--- config.mk ---
export PLATFORM = sky130hd
export DESIGN_NAME = ram_master
export DESIGN_NICKNAME = d
export VERILOG_FILES = /design/src/rtl/ram_master.sv
export SDC_FILE = /design/constraint.sdc
export NUM_CORES = 1
export LEC_CHECK = 0
export BUFFER_PORTS_ARGS = -buffer_cell sky130_fd_sc_hd__buf_2
export CELL_PAD_IN_SITES_DETAIL_PLACEMENT = 0
export CELL_PAD_IN_SITES_GLOBAL_PLACEMENT = 2
export CORE_ASPECT_RATIO = 1.2
export CORE_MARGIN = 2
export CORE_UTILIZATION = 24
export DETAILED_ROUTE_END_ITERATION = 8
export PLACE_DENSITY_LB_ADDON = 0.15
export SLEW_MARGIN = 20
export SYNTH_ARGS = -nofsm -noshare
export SYNTH_HDL_FRONTEND = slang
export SYNTH_SLANG_ARGS = --single-unit
--- constraint.sdc ---
create_clock -name CLK -period 2.55 [get_ports CLK]
set_input_delay 0.3825 -clock CLK [delete_from_list [all_inputs] [get_ports CLK]]
set_output_delay 0.3825 -clock CLK [all_outputs]
set_load 0.005 [all_outputs]
--- src/rtl/ram_master.sv ---
// ram_master
//
// Bus initiator for an 8-entry RAM. It turns single or burst (1-8 beat)
// read/write requests from a client into RAM chip-select cycles. Write data
// arrives on a valid/ready stream. Read data leaves on a registered
// valid/ready stream that honours backpressure.
//
// Ports:
//   CLK         clock, all state updates on the rising edge
//   Reset       synchronous, active-high reset
//   ReqValid    request present
//   ReqReady    request accepted this cycle (IDLE only)
//   ReqWrite    1 = write burst, 0 = read burst
//   ReqAddr     burst start address
//   ReqLen      beats minus one
//   WrData      write beat data
//   WrValid     write beat present
//   WrReady     write beat consumed at this edge
//   RdData      registered read data
//   RdValid     RdData valid
//   RdReady     client consumes RdData at this edge
//   RdLast      marks the final read beat of a burst
//   Done        one-cycle pulse when a burst completes
//   RamCS       RAM chip select
//   RamRWS      RAM direction (1 = write, 0 = read)
//   RamAddress  RAM address
//   RamDataIn   RAM write data
//   RamDataOut  RAM read data (only meaningful during read cycles)

module ram_master #(
    parameter int WIDTH = 8
) (
    input  logic             CLK,
    input  logic             Reset,
    input  logic             ReqValid,
    output logic             ReqReady,
    input  logic             ReqWrite,
    input  logic [2:0]       ReqAddr,
    input  logic [2:0]       ReqLen,
    input  logic [WIDTH-1:0] WrData,
    input  logic             WrValid,
    output logic             WrReady,
    output logic [WIDTH-1:0] RdData,
    output logic             RdValid,
    input  logic             RdReady,
    output logic             RdLast,
    output logic             Done,
    output logic             RamCS,
    output logic             RamRWS,
    output logic [2:0]       RamAddress,
    output logic [WIDTH-1:0] RamDataIn,
    input  logic [WIDTH-1:0] RamDataOut
);

    typedef enum logic [1:0] {
        IDLE,
        WRITE,
        READ,
        DRAIN
    } state_t;

    state_t           state_q, state_d;
    logic [2:0]       cur_addr_q, cur_addr_d;
    logic [2:0]       count_q, count_d;
    logic [WIDTH-1:0] rd_data_q, rd_data_d;
    logic             rd_valid_q, rd_valid_d;
    logic             rd_last_q, rd_last_d;
    logic             done_q, done_d;

    logic             cs_raw;
    logic             rws;
    logic             wr_ready_raw;
    logic             req_ready_raw;
    logic             issue;

    always_comb begin
        state_d       = state_q;
        cur_addr_d    = cur_addr_q;
        count_d       = count_q;
        rd_data_d     = rd_data_q;
        rd_valid_d    = rd_valid_q;
        rd_last_d     = rd_last_q;
        done_d        = 1'b0;
        cs_raw        = 1'b0;
        rws           = 1'b0;
        wr_ready_raw  = 1'b0;
        req_ready_raw = 1'b0;
        issue         = 1'b0;

        // A consumed read beat retires unless a new read replaces it below.
        if (rd_valid_q && RdReady) begin
            rd_valid_d = 1'b0;
            rd_last_d  = 1'b0;
        end

        case (state_q)
            IDLE: begin
                req_ready_raw = 1'b1;
                if (ReqValid) begin
                    cur_addr_d = ReqAddr;
                    count_d    = ReqLen;
                    state_d    = ReqWrite ? WRITE : READ;
                end
            end

            WRITE: begin
                rws          = 1'b1;
                wr_ready_raw = 1'b1;
                cs_raw       = WrValid;
                if (WrValid) begin
                    cur_addr_d = cur_addr_q + 3'd1;
                    count_d    = count_q - 3'd1;
                    if (count_q == 3'd0) begin
                        done_d  = 1'b1;
                        state_d = IDLE;
                    end
                end
            end

            READ: begin
                // Only fetch when the output register is free or being emptied,
                // so RdData stays stable under backpressure.
                issue  = !rd_valid_q || RdReady;
                cs_raw = issue;
                if (issue) begin
                    rd_data_d  = RamDataOut;
                    rd_valid_d = 1'b1;
                    rd_last_d  = (count_q == 3'd0);
                    cur_addr_d = cur_addr_q + 3'd1;
                    count_d    = count_q - 3'd1;
                    if (count_q == 3'd0) begin
                        state_d = DRAIN;
                    end
                end
            end

            DRAIN: begin
                // Burst finishes only once the last beat has been taken.
                if (rd_valid_q && RdReady) begin
                    done_d  = 1'b1;
                    state_d = IDLE;
                end
            end

            default: begin
                state_d = IDLE;
            end
        endcase
    end

    always_ff @(posedge CLK) begin
        if (Reset) begin
            state_q    <= IDLE;
            cur_addr_q <= 3'd0;
            count_q    <= 3'd0;
            rd_data_q  <= '0;
            rd_valid_q <= 1'b0;
            rd_last_q  <= 1'b0;
            done_q     <= 1'b0;
        end else begin
            state_q    <= state_d;
            cur_addr_q <= cur_addr_d;
            count_q    <= count_d;
            rd_data_q  <= rd_data_d;
            rd_valid_q <= rd_valid_d;
            rd_last_q  <= rd_last_d;
            done_q     <= done_d;
        end
    end

    // Handshakes and chip select are suppressed while Reset is high so an
    // abandoned burst cannot write the RAM or accept anything on that edge.
    assign RamCS      = cs_raw & ~Reset;
    assign WrReady    = wr_ready_raw & ~Reset;
    assign ReqReady   = req_ready_raw & ~Reset;
    assign RamRWS     = rws;
    assign RamAddress = cur_addr_q;
    assign RamDataIn  = WrData;
    assign RdData     = rd_data_q;
    assign RdValid    = rd_valid_q;
    assign RdLast     = rd_last_q;
    assign Done       = done_q;

endmodule

### After elaboration in Yosys (flattened, before gate mapping)

Cells that the tools add are included.

| cells by class | value |
|---|---|
| $add $sub $neg | 2 |
| multiply operators | 0 |
| divide/modulo/power cells | 0 |
| $lt $le $gt $ge | 0 |
| eq/ne operators | 9 |
| shift operators | 0 |
| mux-type cells | 29 |
| bitwise operators | 4 |
| reduce and logical (&&, ||, !) cells | 9 |

Operator list:

| cell | count |
|---|---|
| 2-to-1 mux 3 bit | 6 |
| one-hot mux 3 bit (3 select lines) | 2 |
| 2-to-1 mux 2 bit | 7 |
| != test 2 bit, second input constant | 6 |
| 2-to-1 mux 1 bit | 11 |
| one-hot mux 2 bit (4 select lines) | 1 |
| AND reduction 6 bit | 1 |
| == test 2 bit, second input constant | 2 |
| one-hot mux 1 bit (2 select lines) | 2 |
| AND reduction 4 bit | 1 |
| adder 3 x 1 -> 3 bit, second input constant | 1 |
| AND 1 bit | 3 |
| zero test 3 bit | 1 |
| nonzero test 3 bit | 1 |
| subtractor 3 x 1 -> 3 bit, second input constant | 1 |
| == test 2 x 1 -> 1 bit, second input constant | 1 |
| zero test 2 bit | 1 |
| AND reduction 2 bit | 1 |
| logical AND 1 bit | 1 |
| zero test 1 bit | 1 |
| logical OR 1 bit | 1 |
| inverter 1 bit | 1 |

| word-level totals | value |
|---|---|
| register bits after elaboration | 19 |
| bits in latches | 0 |
| bits in writable memories | 0 |
| ROM bits | 0 |
| bits of input ports | 28 |
| output and inout bits | 26 |
| word-level logic and storage cells | 60 |
| memories | 0 |

### Depth between registers and ports, before layout

| depth | value |
|---|---|
| word-level depth | 4 |
| gate-level depth with buffers | 7 |
| mapped depth without buffers | 6 |

### Least setup slack after synthesis

OpenSTA, ideal clock, no wires.

| timing path | value |
|---|---|
| kind | register -> register |
| start point | register state_q[1] |
| end point | register state_q[0] |
| setup time | 0.087 ns |
| arrival time | 1.775 ns |
| data required time | 2.463 ns |
| slack | 0.688 ns |
| stages on the path, launching flop included | 7 |
| buffers on the path | 0 |
| clock period less this slack | 1.862 ns |
| cells stage by stage | dfxtp_1 inv_1 ha_1 or2_0 a211o_1 or4_1 o31ai_1 |

| between the ends | value |
|---|---|
| cells in the longest elaborated chain, start to end | 3 |
| elaborated cells between the ends (all ways) | 12 |
| classes of those cells | 9 x eq/ne; 1 x mux; 2 x reduce/logical |

Ends and longest elaborated chain:

| what | line | text |
|---|---|---|
| from (decl) | 62 | `state_t state_q, state_d;` |
| from (signal assigned) | 161 | `state_q <= state_d;` |
| == test 2 bit, or another cell as far along | 96 | `case (state_q)` |
| != test 2 bit (no source line) | n/a |  |
| AND reduction 6 bit (no source line) | n/a |  |

Parallel ways exist; a longest one is shown, timed or not.
A chain may end at the register's enable or synchronous reset.

### Worst setup path after layout

| timing path | value |
|---|---|
| start point | register state_q[1] |
| end point | output RamCS |

| between the ends | value |
|---|---|
| cells in the longest elaborated chain, start to end | 3 |
| elaborated cells between the ends (all ways) | 4 |
| classes of those cells | 2 x eq/ne; 1 x mux; 1 x bitwise |

Ends and longest elaborated chain:

| what | line | text |
|---|---|---|
| == test 2 bit / == test 2 x 1 -> 1 bit (equally long branches) | 96 |  |
| one-hot mux 1 bit (2 select lines) * | 96 |  |
| AND 1 bit * | 173 | `assign RamCS = cs_raw & ~Reset;` |
| to (decl) | 48 | `output logic RamCS,` |

Mark *: on every way between the ends. The rest lies on a longest branch, timed or not.

==> reports/qor.csv <==
metric,value,unit
Int Pwr,0.0007565,W
H-tree depth,1,
Max Cap Viol,0,
aggregate routed wire length,2.635,mm
NetSw,0.0004898,W
CP arrival,1.83,ns
switch share,39.30,%
grt ovf,0,
vias in the first global route,966,
Final TNS setup,0,ns
Final Skew,0.001973,ns
Core Region,4327,sq um
routing usage on met1,13.16,%
Highest Clock Rate,452.3,MHz
maximum vdd drop,275.9,uV
top cell type by total area after synthesis,dfxtp_1,
Gate power share,48.5,%
number of synthesized register bits,19,
ANT cells,0,
final core occ,30.39,%
crit-path max FO,9,
Routed Antenna Nets,0,
Initial Util,25.19,%
crit share post-route,86.71,%
kind of critical path,flip-flop to primary output,
Clock Power Share,17.1,%
fin. max-slew vios,0,
status,completed,
first-pass detailed-route iteration total,3,
FILL cells,475,
CTS Buffer Depth,2,
Area Overhead vs Synth,20.67,%
Worst Path Required,2.17,ns
CTS Root Buffer Type,clkbuf_8,
GRT Resource Usage Total,11.07,%
"most common cell after layout, fill and taps aside",buf_2,
Mapped Area,1090,sq um
via-per-instance ratio,4.438,
"Avg Cell Area, Syn",8.256,sq um
Synth area leaders,"dfxtp_1 35%, ha_1 11%, a21oi_1 7.8%",
TritonCTS clock tree,done,
# DRC,0,
relative slew slack,69.20,%
Fin. Hold Viols,0,
"CTS clk-pin slew, worst paths",0.08,ns
layout cells sized above 1,28.57,%
routed vias,963,
Lkg Pwr,0.6050,nW
first-pass GRT wire length,4.512,mm
cts repair resizes,0,
post-synthesis sequential area ratio,34.90,%
global routing met3 resource utilization,2.754,%
DP Worst Slack,0.5290,ns
most used routing layer,met2,
DR iter-0 viols,13,
Die Y,77.82,um
largest net degree at the start of global routing,27,
startpoint types,flip-flop,
Worst-Margin Slew,0.4621,ns
Synth Net Count,170,
Port Buf Inserts,37,
dpl hpwl,2.054,mm
"Distinct cells, synth",28,
Global Route met2 Usage,19.39,%
area share of the largest cell type after synthesis,34.90,%
chip width,65.52,um
Setup WS post-layout,0.3389,ns
Power Density,947.7,nW/um^2
most frequent cells in the layout,"37 x buf_2, 19 x dfxtp_1, 17 x a21oi_1",
# setup viols final,0,
final RePlAce weighted congestion,0.7537,
die area,5098,sq um
endpoint class of the critical path,primary output,
RSZ-0062 raised after global routing,false,
Synth Instances,132,
CTS buffer count,3,
clock sinks,19,
WL per Instance,12.14,um
FP Rows,26,
num ports,54,
initial antenna violation count,0,
setup bufs post-CTS,0,
worst skew pair latency,0.25,ns
synth warn,0,
Sequential Power Share,34.5,%
type of the worst min-delay path,input port to flip-flop,
Period minus WS final,2.211,ns
# hold bufs at CTS,0,
Final nets,200,
==> power by group through the flow <==
| stage | registers (W) | logic [W] | clock network, W |
|---|---|---|---|
| 2_1_floorplan | 0.000431 | 0.000447 | 0 |
| 3_3_place_gp | 0.000432 | 0.000621 | 0 |
| 3_5_place_dp | 0.000438 | 0.000619 | 0 |
| 4_1_cts | 0.000431 | 0.000623 | 0.000225 |
| 5_1_grt | 0.000444 | 0.000697 | 0.000235 |
| 6_report | 0.000430 | 0.000604 | 0.000213 |
==> cells in the mapped netlist <==
cell / number
o21ai_1: 2
nand2b_1: 2
mux2_2: 1
a21oi_1: 17
nand2_1: 13
ha_1: 10
nor2_1: 7
nor2b_2: 1
a211oi_1: 3
or4_1: 2
clkbuf_1: 4
nor2b_1: 4
nand3_1: 12
buf_2: 1
or4_4: 1
or2_0: 1
mux2i_1: 3
o31ai_1: 2
and3b_1: 1
o32ai_1: 2
o21ai_0: 2
dfxtp_1: 19
buf_6: 1
a211o_1: 1
nand3b_1: 2
buf_4: 8
inv_1: 8
a21o_1: 2
==> per-stage QoR <==
step / std cells / power, W / hold slack [ns] / cell area [sq um]
global placement: 213 / 0.001053 / 0.4404 / 1269
finish: 217 / 0.001246 / 0.3727 / 1315
global route: 217 / 0.001377 / 0.3726 / 1315
CTS: 217 / 0.001278 / 0.3683 / 1315
detailed placement: 213 / 0.001057 / 0.4466 / 1269
floorplan: 132 / 0.0008787 / 0.4527 / 1090
==> critical path: stages (launching register included) <==
cell and delay, ns:
dfxtp_1 0.43, inv_1 0.13, ha_1 0.41, inv_1 0.18, a211oi_1 0.27, buf_2 0.16
==> cells by family (layout without fill, tap and decap cells) <==
logic type                 after synthesis  count (layout)  synth area share [%]
muxes                                    4               4                 3.789
and+or+nand+nor                         46              46                 21.81
buffers and inverters                   22              51                 11.14
AOI/OAI and AO/OA                       31              31                 16.88
adders and majority gates               10              10                 11.48
DFF                                     19              19                 34.90
==> cell type report <==
class                   instances  area (sq um)  share of cell area (%)
multi-input cells              91         588.1                   44.72
inverters                       8         30.03                   2.284
repair buffers                 39         200.2                   15.22
clock inverters                 1         5.005                  0.3806
well taps                      56         70.07                   5.328
flip-flops and latches         19         380.4                   28.92
clock buffers                   3         41.29                   3.140
==> per-layer routing <==
layer  vias to the layer above  wire length, um
met5                         -                0
met4                         0               17
met3                         2              174
met2                        32             1259
met1                       425             1184
li1                        504                -
==> state kept, by name, indices dropped and copies added (netlist names) <==
| name | cells |
|---|---|
| RamAddress | 3 |
| state_q | 2 |
| RdData | 8 |
| Done | 1 |
| RdValid | 1 |
| count_q | 3 |
| RdLast | 1 |
==> worst paths after layout <==
| check | start | end | slack, ns | cells after the start |
|---|---|---|---|---|
| worst max register to register | state_q[1] | state_q[0] | 0.50 | 6 |
| worst min-delay path | RamDataOut[3] | RdData[3] | 0.37 | 3 |
| worst min register to register | RdData[2] | RdData[2] | 0.45 | 2 |
| worst max-delay path | state_q[1] | RamCS | 0.34 | 5 |
Note: power is estimated with default switching activity, not from simulation.
